$ cat src/rtl/register_rename_pkg.sv
// Shared constants for the rename stage and the ROB: register/tag counts and derived widths.
package register_rename_pkg;
    localparam int NUM_REG       = 32;
    localparam int NUM_TAGS      = 64;
    localparam int NUM_REG_LOG2  = $clog2(NUM_REG);
    localparam int NUM_TAGS_LOG2 = $clog2(NUM_TAGS);
    localparam int REG_SIZE      = 32;
    localparam int FREE_DEPTH    = NUM_TAGS - NUM_REG;
    localparam int FREE_PTR_W    = $clog2(FREE_DEPTH);
    localparam int FREE_CNT_W    = $clog2(FREE_DEPTH + 1);

    typedef logic [NUM_REG_LOG2-1:0]  arch_t;
    typedef logic [NUM_TAGS_LOG2-1:0] tag_t;
endpackage

$ cat src/rtl/register_rename_tag_free_list.sv
// Circular FIFO of unmapped physical tags; reset preloads tags NUM_REG..NUM_TAGS-1 in order.
module tag_free_list
    import register_rename_pkg::*;
(
    input  logic                  clk,
    input  logic                  rst,
    input  logic                  pop,
    input  logic                  push,
    input  tag_t                  push_tag,
    output tag_t                  pop_tag,
    output logic [FREE_CNT_W-1:0] count
);
    tag_t                  mem [FREE_DEPTH];
    logic [FREE_PTR_W-1:0] head, tail;
    logic                  do_push, full;

    function automatic logic [FREE_PTR_W-1:0] next_ptr(input logic [FREE_PTR_W-1:0] p);
        return (p == FREE_PTR_W'(FREE_DEPTH - 1)) ? '0 : p + 1'b1;
    endfunction

    assign full    = (count == FREE_CNT_W'(FREE_DEPTH));
    // A push into a full list is only legal when a pop frees a slot in the same cycle.
    assign do_push = push && (!full || pop);
    assign pop_tag = mem[head];

    always_ff @(posedge clk) begin
        if (rst) begin
            for (int i = 0; i < FREE_DEPTH; i++)
                mem[i] <= NUM_TAGS_LOG2'(NUM_REG + i);
            head  <= '0;
            tail  <= '0;
            count <= FREE_CNT_W'(FREE_DEPTH);
        end else begin
            if (do_push) begin
                mem[tail] <= push_tag;
                tail      <= next_ptr(tail);
            end
            if (pop)
                head <= next_ptr(head);
            if (do_push && !pop)
                count <= count + 1'b1;
            else if (pop && !do_push)
                count <= count - 1'b1;
        end
    end

    always_ff @(posedge clk) begin
        if (!rst)
            assert (!(push && !pop && full))
            else $error("tag_free_list: push into full free list dropped");
    end
endmodule

$ cat src/rtl/register_rename.sv
// Rename stage: speculative/commit RATs, tag allocation from the free list, one registered output per cycle.
module register_rename
    import register_rename_pkg::*;
(
    input  logic                  clk,
    input  logic                  rst,
    input  logic                  in_valid,
    input  logic [7:0]            in_pc,
    input  arch_t                 arch_rs [0:1],
    input  arch_t                 arch_rd,
    input  logic                  rd_write,
    output logic                  in_ready,
    input  logic                  stall_in,
    output logic                  out_valid,
    output logic [7:0]            out_pc,
    output arch_t                 out_arch_rd,
    output tag_t                  out_tag_rd,
    output logic                  out_rd_alloc,
    output tag_t                  out_tag_rs [0:1],
    input  logic                  retire_valid,
    input  arch_t                 retire_reg,
    input  tag_t                  retire_tag,
    output logic [FREE_CNT_W-1:0] free_count
);
    tag_t spec_rat   [NUM_REG];
    tag_t commit_rat [NUM_REG];

    logic needs_alloc, accept, alloc, retire_push;
    tag_t pop_tag, push_tag;
    tag_t tag_rs_p0 [0:1];

    logic       vld_p1;
    logic [7:0] pc_p1;
    arch_t      arch_rd_p1;
    tag_t       tag_rd_p1;
    logic       alloc_p1;
    tag_t       tag_rs_p1 [0:1];

    assign needs_alloc = rd_write && (arch_rd != '0);
    assign in_ready    = !stall_in && (!needs_alloc || (free_count != '0));
    assign accept      = in_valid && in_ready;
    assign alloc       = accept && needs_alloc;
    assign retire_push = retire_valid && (retire_reg != '0);
    assign push_tag    = commit_rat[retire_reg];

    tag_free_list u_free_list (
        .clk      (clk),
        .rst      (rst),
        .pop      (alloc),
        .push     (retire_push),
        .push_tag (push_tag),
        .pop_tag  (pop_tag),
        .count    (free_count)
    );

    // Stage p0: source lookup sees the map before this instruction's own rd update.
    always_comb begin
        for (int i = 0; i < 2; i++)
            tag_rs_p0[i] = spec_rat[arch_rs[i]];
    end

    always_ff @(posedge clk) begin
        if (rst) begin
            for (int i = 0; i < NUM_REG; i++) begin
                spec_rat[i]   <= NUM_TAGS_LOG2'(i);
                commit_rat[i] <= NUM_TAGS_LOG2'(i);
            end
        end else begin
            if (alloc)
                spec_rat[arch_rd] <= pop_tag;
            if (retire_push)
                commit_rat[retire_reg] <= retire_tag;
        end
    end

    // Stage p1: registered renamed instruction, frozen while downstream stalls.
    always_ff @(posedge clk) begin
        if (rst) begin
            vld_p1     <= 1'b0;
            pc_p1      <= '0;
            arch_rd_p1 <= '0;
            tag_rd_p1  <= '0;
            alloc_p1   <= 1'b0;
            tag_rs_p1  <= '{default: '0};
        end else if (!stall_in) begin
            vld_p1     <= accept;
            pc_p1      <= in_pc;
            arch_rd_p1 <= arch_rd;
            tag_rd_p1  <= alloc ? pop_tag : '0;
            alloc_p1   <= alloc;
            tag_rs_p1  <= tag_rs_p0;
        end
    end

    assign out_valid    = vld_p1;
    assign out_pc       = pc_p1;
    assign out_arch_rd  = arch_rd_p1;
    assign out_tag_rd   = tag_rd_p1;
    assign out_rd_alloc = alloc_p1;
    assign out_tag_rs   = tag_rs_p1;
endmodule

$ cat config.mk
export PLATFORM = sky130hd
export DESIGN_NAME = register_rename
export DESIGN_NICKNAME = d
export VERILOG_FILES = /design/src/rtl/register_rename_pkg.sv /design/src/rtl/register_rename_tag_free_list.sv /design/src/rtl/register_rename.sv
export SDC_FILE = /design/constraint.sdc
export NUM_CORES = 1
export LEC_CHECK = 0
export CAP_MARGIN = 20
export CORE_UTILIZATION = 42
export DETAILED_ROUTE_END_ITERATION = 8
export HOLD_SLACK_MARGIN = 0.15
export PLACE_DENSITY = 0.69
export SLEW_MARGIN = 10
export SYNTH_ARGS = -nofsm -noshare
export SYNTH_HDL_FRONTEND = slang
export SYNTH_SLANG_ARGS = --single-unit
$ cat constraint.sdc
create_clock -name clk -period 4.3 [get_ports clk]
set_input_delay 0.86 -clock clk [delete_from_list [all_inputs] [get_ports clk]]
set_output_delay 0.86 -clock clk [all_outputs]
set_load 0.03 [all_outputs]
# After elaboration in Yosys (flattened, before gate mapping)
# Memories as Yosys holds them, arrays and structs flattened. A register that Yosys moved wholly into a read port is not among the register bits.
# Index checks and enable logic that the tools add are counted.
[op_classes] reduce_logical=24 add_sub_neg=4 eq_ne=3 mux=27
[op_table] cell="6-bit 2-to-1 mux" n=6
[op_table] cell="5-bit 2-to-1 mux" n=7
[op_table] cell="6-bit OR reduction" n=3
[op_table] cell="1-bit 2-to-1 mux" n=14
[op_table] cell="5-bit by 1-bit adder with 5-bit output (second input constant)" n=2
[op_table] cell="5-bit == test (second input constant)" n=2
[op_table] cell="5-bit nonzero test" n=2
[op_table] cell="1-bit logical AND" n=8
[op_table] cell="1-bit zero test" n=7
[op_table] cell="6-bit by 1-bit adder with 6-bit output (second input constant)" n=1
[op_table] cell="6-bit == test (second input constant)" n=1
[op_table] cell="6-bit nonzero test" n=1
[op_table] cell="6-bit by 1-bit subtractor with 6-bit output (second input constant)" n=1
[op_table] cell="1-bit logical OR" n=2
[op_table] cell="2-bit nonzero test" n=1
[word_totals] n_memories=3 ramBits=576 inputBits=40 ff_bits=37 output_inout_bits=40 word_cells=69
[mem_list] memory="commit_rat" depth=32 word_bits=6 read_ports=1 rd_ports_with_merged_regs=0 wr=32 line_no="register_rename.sv:26" source="tag_t commit_rat [NUM_REG];"
[mem_list] memory="spec_rat" depth=32 word_bits=6 read_ports=2 rd_ports_with_merged_regs=2 wr=32 line_no="register_rename.sv:25" source="tag_t spec_rat [NUM_REG];"
[mem_list] memory="u_free_list.mem" depth=32 word_bits=6 read_ports=1 rd_ports_with_merged_regs=1 wr=32 line_no="register_rename_tag_free_list.sv:13" source="tag_t mem [FREE_DEPTH];"

# Logic depth before layout (Yosys ltp)
[depth] word_depth=14 mapped_depth=13 depth_no_buf=11

# Cells and area by module
# From an unflattened synthesis, not the netlist that was laid out.
[hier_totals] hier_cells=2268 area_unflattened_um2=31191.2
[modules_own_cells] mod="register_rename" instances=1 seq_area_each_um2=12191.7 area_each_um2=20870.0 cells_each=1476
[modules_own_cells] mod="tag_free_list" instances=1 seq_area_each_um2=6185.9 area_each_um2=10321.1 cells_each=792

# Worst setup path before layout
# No wires, ideal clock.
[synth_timing] path_type="input port to flip-flop" startpoint="in arch_rd[1]" endpoint="reg u_free_list.count[5]" stages=13 setup_ps=127 path_buffers=2 t_required_ps=4173 arrival_time_ps=3696 path_slack_ps=477 path_cell_list="buf_2 or4_1 o211a_2 o221a_1 buf_6 ha_1 inv_1 ha_1 a21o_1 a21oi_1 o21ai_0 and4_1 or3_1"
[synth_between] elab_chain_cells=12 elab_cells_between_ends=15 cone_classes="mux (1); reduce/logical (14)"
[synth_rtl] element="start: declaration" line_no="register_rename.sv:10" source="input arch_t arch_rd,"
[synth_rtl] element="5-bit nonzero test (*)" line_no="register_rename.sv:39" source="assign needs_alloc = rd_write && (arch_rd != '0);"
[synth_rtl] element="1-bit logical AND (*)" line_no="register_rename.sv:39"
[synth_rtl] element="1-bit zero test" line_no="register_rename.sv:40" source="assign in_ready = !stall_in && (!needs_alloc || (free_count != '0));"
[synth_rtl] element="1-bit logical OR" line_no="register_rename.sv:40"
[synth_rtl] element="1-bit logical AND" line_no="register_rename.sv:40"
[synth_rtl] element="1-bit logical AND" line_no="register_rename.sv:41" source="assign accept = in_valid && in_ready;"
[synth_rtl] element="1-bit logical AND (*)" line_no="register_rename.sv:42" source="assign alloc = accept && needs_alloc;"
[synth_rtl] element="1-bit logical OR" line_no="register_rename_tag_free_list.sv:23" source="assign do_push = push && (!full || pop);"
[synth_rtl] element="1-bit logical AND" line_no="register_rename_tag_free_list.sv:23"
[synth_rtl] element="1-bit zero test" line_no="register_rename_tag_free_list.sv:42" source="else if (pop && !do_push)"
[synth_rtl] element="1-bit logical AND" line_no="register_rename_tag_free_list.sv:42"
[synth_rtl] element="2-bit nonzero test (no line)"
[synth_rtl] element="end signal: assignment" line_no="register_rename_tag_free_list.sv:32" source="count <= FREE_CNT_W'(FREE_DEPTH);"
[synth_rtl] element="end signal: assignment" line_no="register_rename_tag_free_list.sv:41" source="count <= count + 1'b1;"
[synth_rtl] element="end signal: assignment" line_no="register_rename_tag_free_list.sv:43" source="count <= count - 1'b1;"
[synth_rtl] element="end: declaration" line_no="register_rename_tag_free_list.sv:11" source="output logic [FREE_CNT_W-1:0] count"
# Mark *: on every way between the ends. The rest lies on a longest branch, timed or not.
# A chain may end at the register's enable or synchronous reset.

# Final worst setup path
[layout_timing] startpoint="in arch_rd[1]" endpoint="out in_ready"
[layout_between] elab_chain_cells=5
[layout_rtl] element="5-bit nonzero test" line_no="register_rename.sv:39"
[layout_rtl] element="1-bit logical AND" line_no="register_rename.sv:39"
[layout_rtl] element="1-bit zero test" line_no="register_rename.sv:40"
[layout_rtl] element="1-bit logical OR" line_no="register_rename.sv:40"
[layout_rtl] element="1-bit logical AND" line_no="register_rename.sv:40"
[layout_rtl] element="end: declaration" line_no="register_rename.sv:12" source="output logic in_ready,"
# Every way passes these cells.

==> metrics.yaml <==
fin_total_pwr_mw: 14.8
synth_xor_xnor_area_share_pct: 0.115
worst_pin_slew_ps: 952
place_hpwl_um: 51400
drtPass1Iterations: 5
timing.final.crit_share_pct: 94.0
layout_min_cycle_time_ps: 4040
layout.nets: 2464
global_route_wire_length_before_repair_um: 117000
route.detailed.drc: 0
cellPowerDensity_nw_per_um2: 427
hold_depth: 2
setup_viol_count_final: 0
critical_path.max_fanout: 2
worst-r2r-setup-slack_ps: 740
cp.required_ps: 3440
die_area_um2: 73600
cts.repair_timing.setup_buffer_count: 0
max_cap_viol_count: 0
final_cell_area_excluding_filler_cells_um2: 34600
slew_headroom_pct: 35.9
post_synth_most_frequent_cells: "576 x sky130_fd_sc_hd__edfxtp_1, 305 x sky130_fd_sc_hd__nand2_1, 284 x sky130_fd_sc_hd__nor2_1"
hold_violations: 0
tritoncts.num_buffers: 68
antenna_left: 0
htree_num_levels: 3
grt_max_degree: 54
dr.first_iter.drc_count: 1841
crit_slowest_cell: "sky130_fd_sc_hd__clkdlybuf4s50_1"
finClkSkew_ps: 30.4
fin_setup_tns_ps: 0
startpoint_type: "input port"
post_synth_instance_area_um2: 30500
drv_slew: 0
first_global_vias: 19984
max_stage_delay_ps: 660
synth_simple_gate_area_share_pct: 14.4
antenna_found_initial: 0
cp_cell_sequence: "clkdlybuf4s50_1 > buf_4 > or4_1 > buf_4 > o21ai_0 > o21ba_2 > clkdlybuf4s50_1"
synthAdderAreaFrac_pct: 0.558
remaining_global_route_overflow: 0
crit_type: "input port to output port"
routed_wire_length_per_instance_um: 22.5
rsz0062_at_grt: "no"
vias_per_cell: 5.77
placement.cell_area_um2: 32400
layout-area-overhead-vs-synth_pct: 13.4
drive_above_1_share_pct: 16.1
synth-seq-area-share_pct: 60.3
synth-compound-area-share_pct: 4.83
cts.root.buffer_cell: "sky130_fd_sc_hd__clkbuf_16"
status: "finished, final reports clean"
synth_area_per_cell_um2: 13.1
layout_setup_ws_ps: 256
fillerInstances: 6200
start_util_pct: 42.6
placer_congestion: 0.847
post-synth-top-area-fraction_pct: 56.8
core_area_um2: 71600
post-synth-top-count-cell: "sky130_fd_sc_hd__edfxtp_1"
synth_top_family_by_area: "multiplexers"
buffer_ports.inserted: 79
synth-edff-count: 576
post_synth_num_cell_types: 58
p_leak_nw: 11.0
cts-root-to-sink-buffers: 3
asr_flop_ratio_synth_pct: 0
hold_buffer_count_at_cts: 0
globalRouteTotalUtil_pct: 20.8
r2r.worst_path.cells: 11
synth_area_leaders: "sky130_fd_sc_hd__edfxtp_1 57%, sky130_fd_sc_hd__mux4_2 11%, sky130_fd_sc_hd__mux2i_1 5.7%, sky130_fd_sc_hd__nand2_1 3.8%, sky130_fd_sc_hd__dfxtp_1 3.5%"
detail_route.wirelength_um: 76800
yosys_most_used_dff: "sky130_fd_sc_hd__edfxtp_1"
syn-instance-count: 2335
rows: 98
min-delay-path-class: "flop to flop"
synth_top_area_cell: "sky130_fd_sc_hd__edfxtp_1"
ys_seq_elements: 630
post-place-ws_ps: 14.6
num_antenna_cells: 0
cts_tree: "yes"
instances_no_fill: 3406
clock_sink_count: 630
vias: 19650
worst_ir_drop_vdd_uv: 317
synth_warnings: 0
die-width_um: 271
dp.cells: 3290
register_clock_pin_slew_on_the_reported_worst_setup_and_hold_paths_ps: 50
die_h_um: 271
arrival_ps: 3180
achievable-frequency_mhz: 247
cts_resized: 0
clk-insertion-delay-late_ps: 600
worstSetupEndpointType: "output port"
boundaryPins: 80
synth_mux_area_share_pct: 16.4
==> layout make-up <==
class	instances	area (um2)	share of cell area, %
timing repair buffer	197	1670	4.85
inverter	23	87.6	0.253
multi-input combinational	1491	11100	32.1
clock buffer	90	1940	5.61
sequential	630	18400	53.2
clock inverter	25	198	0.572
tap	950	1190	3.44
==> stage by stage <==
step	utilization [%]	hold slack (ps)
CTS	48.2	452
global placement	45.2	431
global route	48.3	480
detailed placement	45.2	444
floorplan	-	468
finish	48.3	453
==> critical path, delay by kind of cell <==
kind / cells / cell delay, ps
compound gates: 2 / 400
buf+inv: 4 / 1400
simple gates: 1 / 510
==> registers in the layout (all words and copies together) (netlist names), named ones only <==
register and flops:
u_free_list.head 5, commit_rat 192, u_free_list.mem 192, out_pc 8
spec_rat 192, u_free_list.tail 5, out_tag_rs 12, out_rd_alloc 1
out_tag_rd 6, out_arch_rd 5, out_valid 1, u_free_list.count 6
==> where the power goes <==
part | switching (mW) | total (mW) | internal, mW
Sequential | 0.133 | 7.05 | 6.91
Combinational | 1.28 | 2.04 | 0.759
Clock | 2.34 | 5.68 | 3.33
Total | 3.76 | 14.8 | 11.0
==> layout by cell type, fill, tap and decap left out, types with 12 or more instances in the layout <==
| master | instances |
|---|---|
| sky130_fd_sc_hd__a211oi_1 | 18 |
| sky130_fd_sc_hd__a21oi_1 | 35 |
| sky130_fd_sc_hd__a221oi_1 | 12 |
| sky130_fd_sc_hd__a22oi_1 | 59 |
| sky130_fd_sc_hd__and2_1 | 108 |
| sky130_fd_sc_hd__buf_4 | 118 |
| sky130_fd_sc_hd__clkbuf_16 | 72 |
| sky130_fd_sc_hd__clkdlybuf4s50_1 | 68 |
| sky130_fd_sc_hd__conb_1 | 12 |
| sky130_fd_sc_hd__dfxtp_1 | 53 |
| sky130_fd_sc_hd__edfxtp_1 | 576 |
| sky130_fd_sc_hd__ha_1 | 12 |
| sky130_fd_sc_hd__inv_1 | 22 |
| sky130_fd_sc_hd__mux2i_1 | 174 |
| sky130_fd_sc_hd__mux4_2 | 144 |
| sky130_fd_sc_hd__nand2_1 | 305 |
| sky130_fd_sc_hd__nand2b_1 | 27 |
| sky130_fd_sc_hd__nand3_1 | 23 |
| sky130_fd_sc_hd__nor2_1 | 284 |
| sky130_fd_sc_hd__nor2b_1 | 18 |
| sky130_fd_sc_hd__nor3_1 | 30 |
| sky130_fd_sc_hd__o21ai_0 | 46 |
| sky130_fd_sc_hd__o311a_1 | 12 |
| sky130_fd_sc_hd__or2_2 | 17 |
| sky130_fd_sc_hd__or3_1 | 75 |
| sky130_fd_sc_hd__or4_1 | 13 |
==> path summary, 6_finish.rpt <==
| path | start | to |
|---|---|---|
| max | arch_rd[1] | in_ready |
| min | out_rd_alloc | out_rd_alloc |
| max reg2reg | u_free_list.count[1] | u_free_list.count[5] |
| min reg2reg | out_rd_alloc | out_rd_alloc |
==> kinds of logic (layout without fill, tap and decap cells) <==
family | Yosys count | in the layout
muxes | 318 | 318
and+or+nand+nor | 935 | 935
xor gates and xnor gates | 4 | 4
AOI/OAI and AO/OA | 209 | 209
adders and majority gates | 13 | 13
buffers and inverters | 225 | 335
DFF | 630 | 630
other | 1 | 12
==> metal layers <==
layer  global-route usage [%]  up-vias  part of all wire, %
met5                        0        -                    0
met1                     26.7     9830                   39
met3                     4.15      175                  8.1
met4                     6.65        0                  3.1
li1                         -     8800                    -
met2                     35.3      845                   50
No activity file was read; power rests on OpenSTA's default activity.
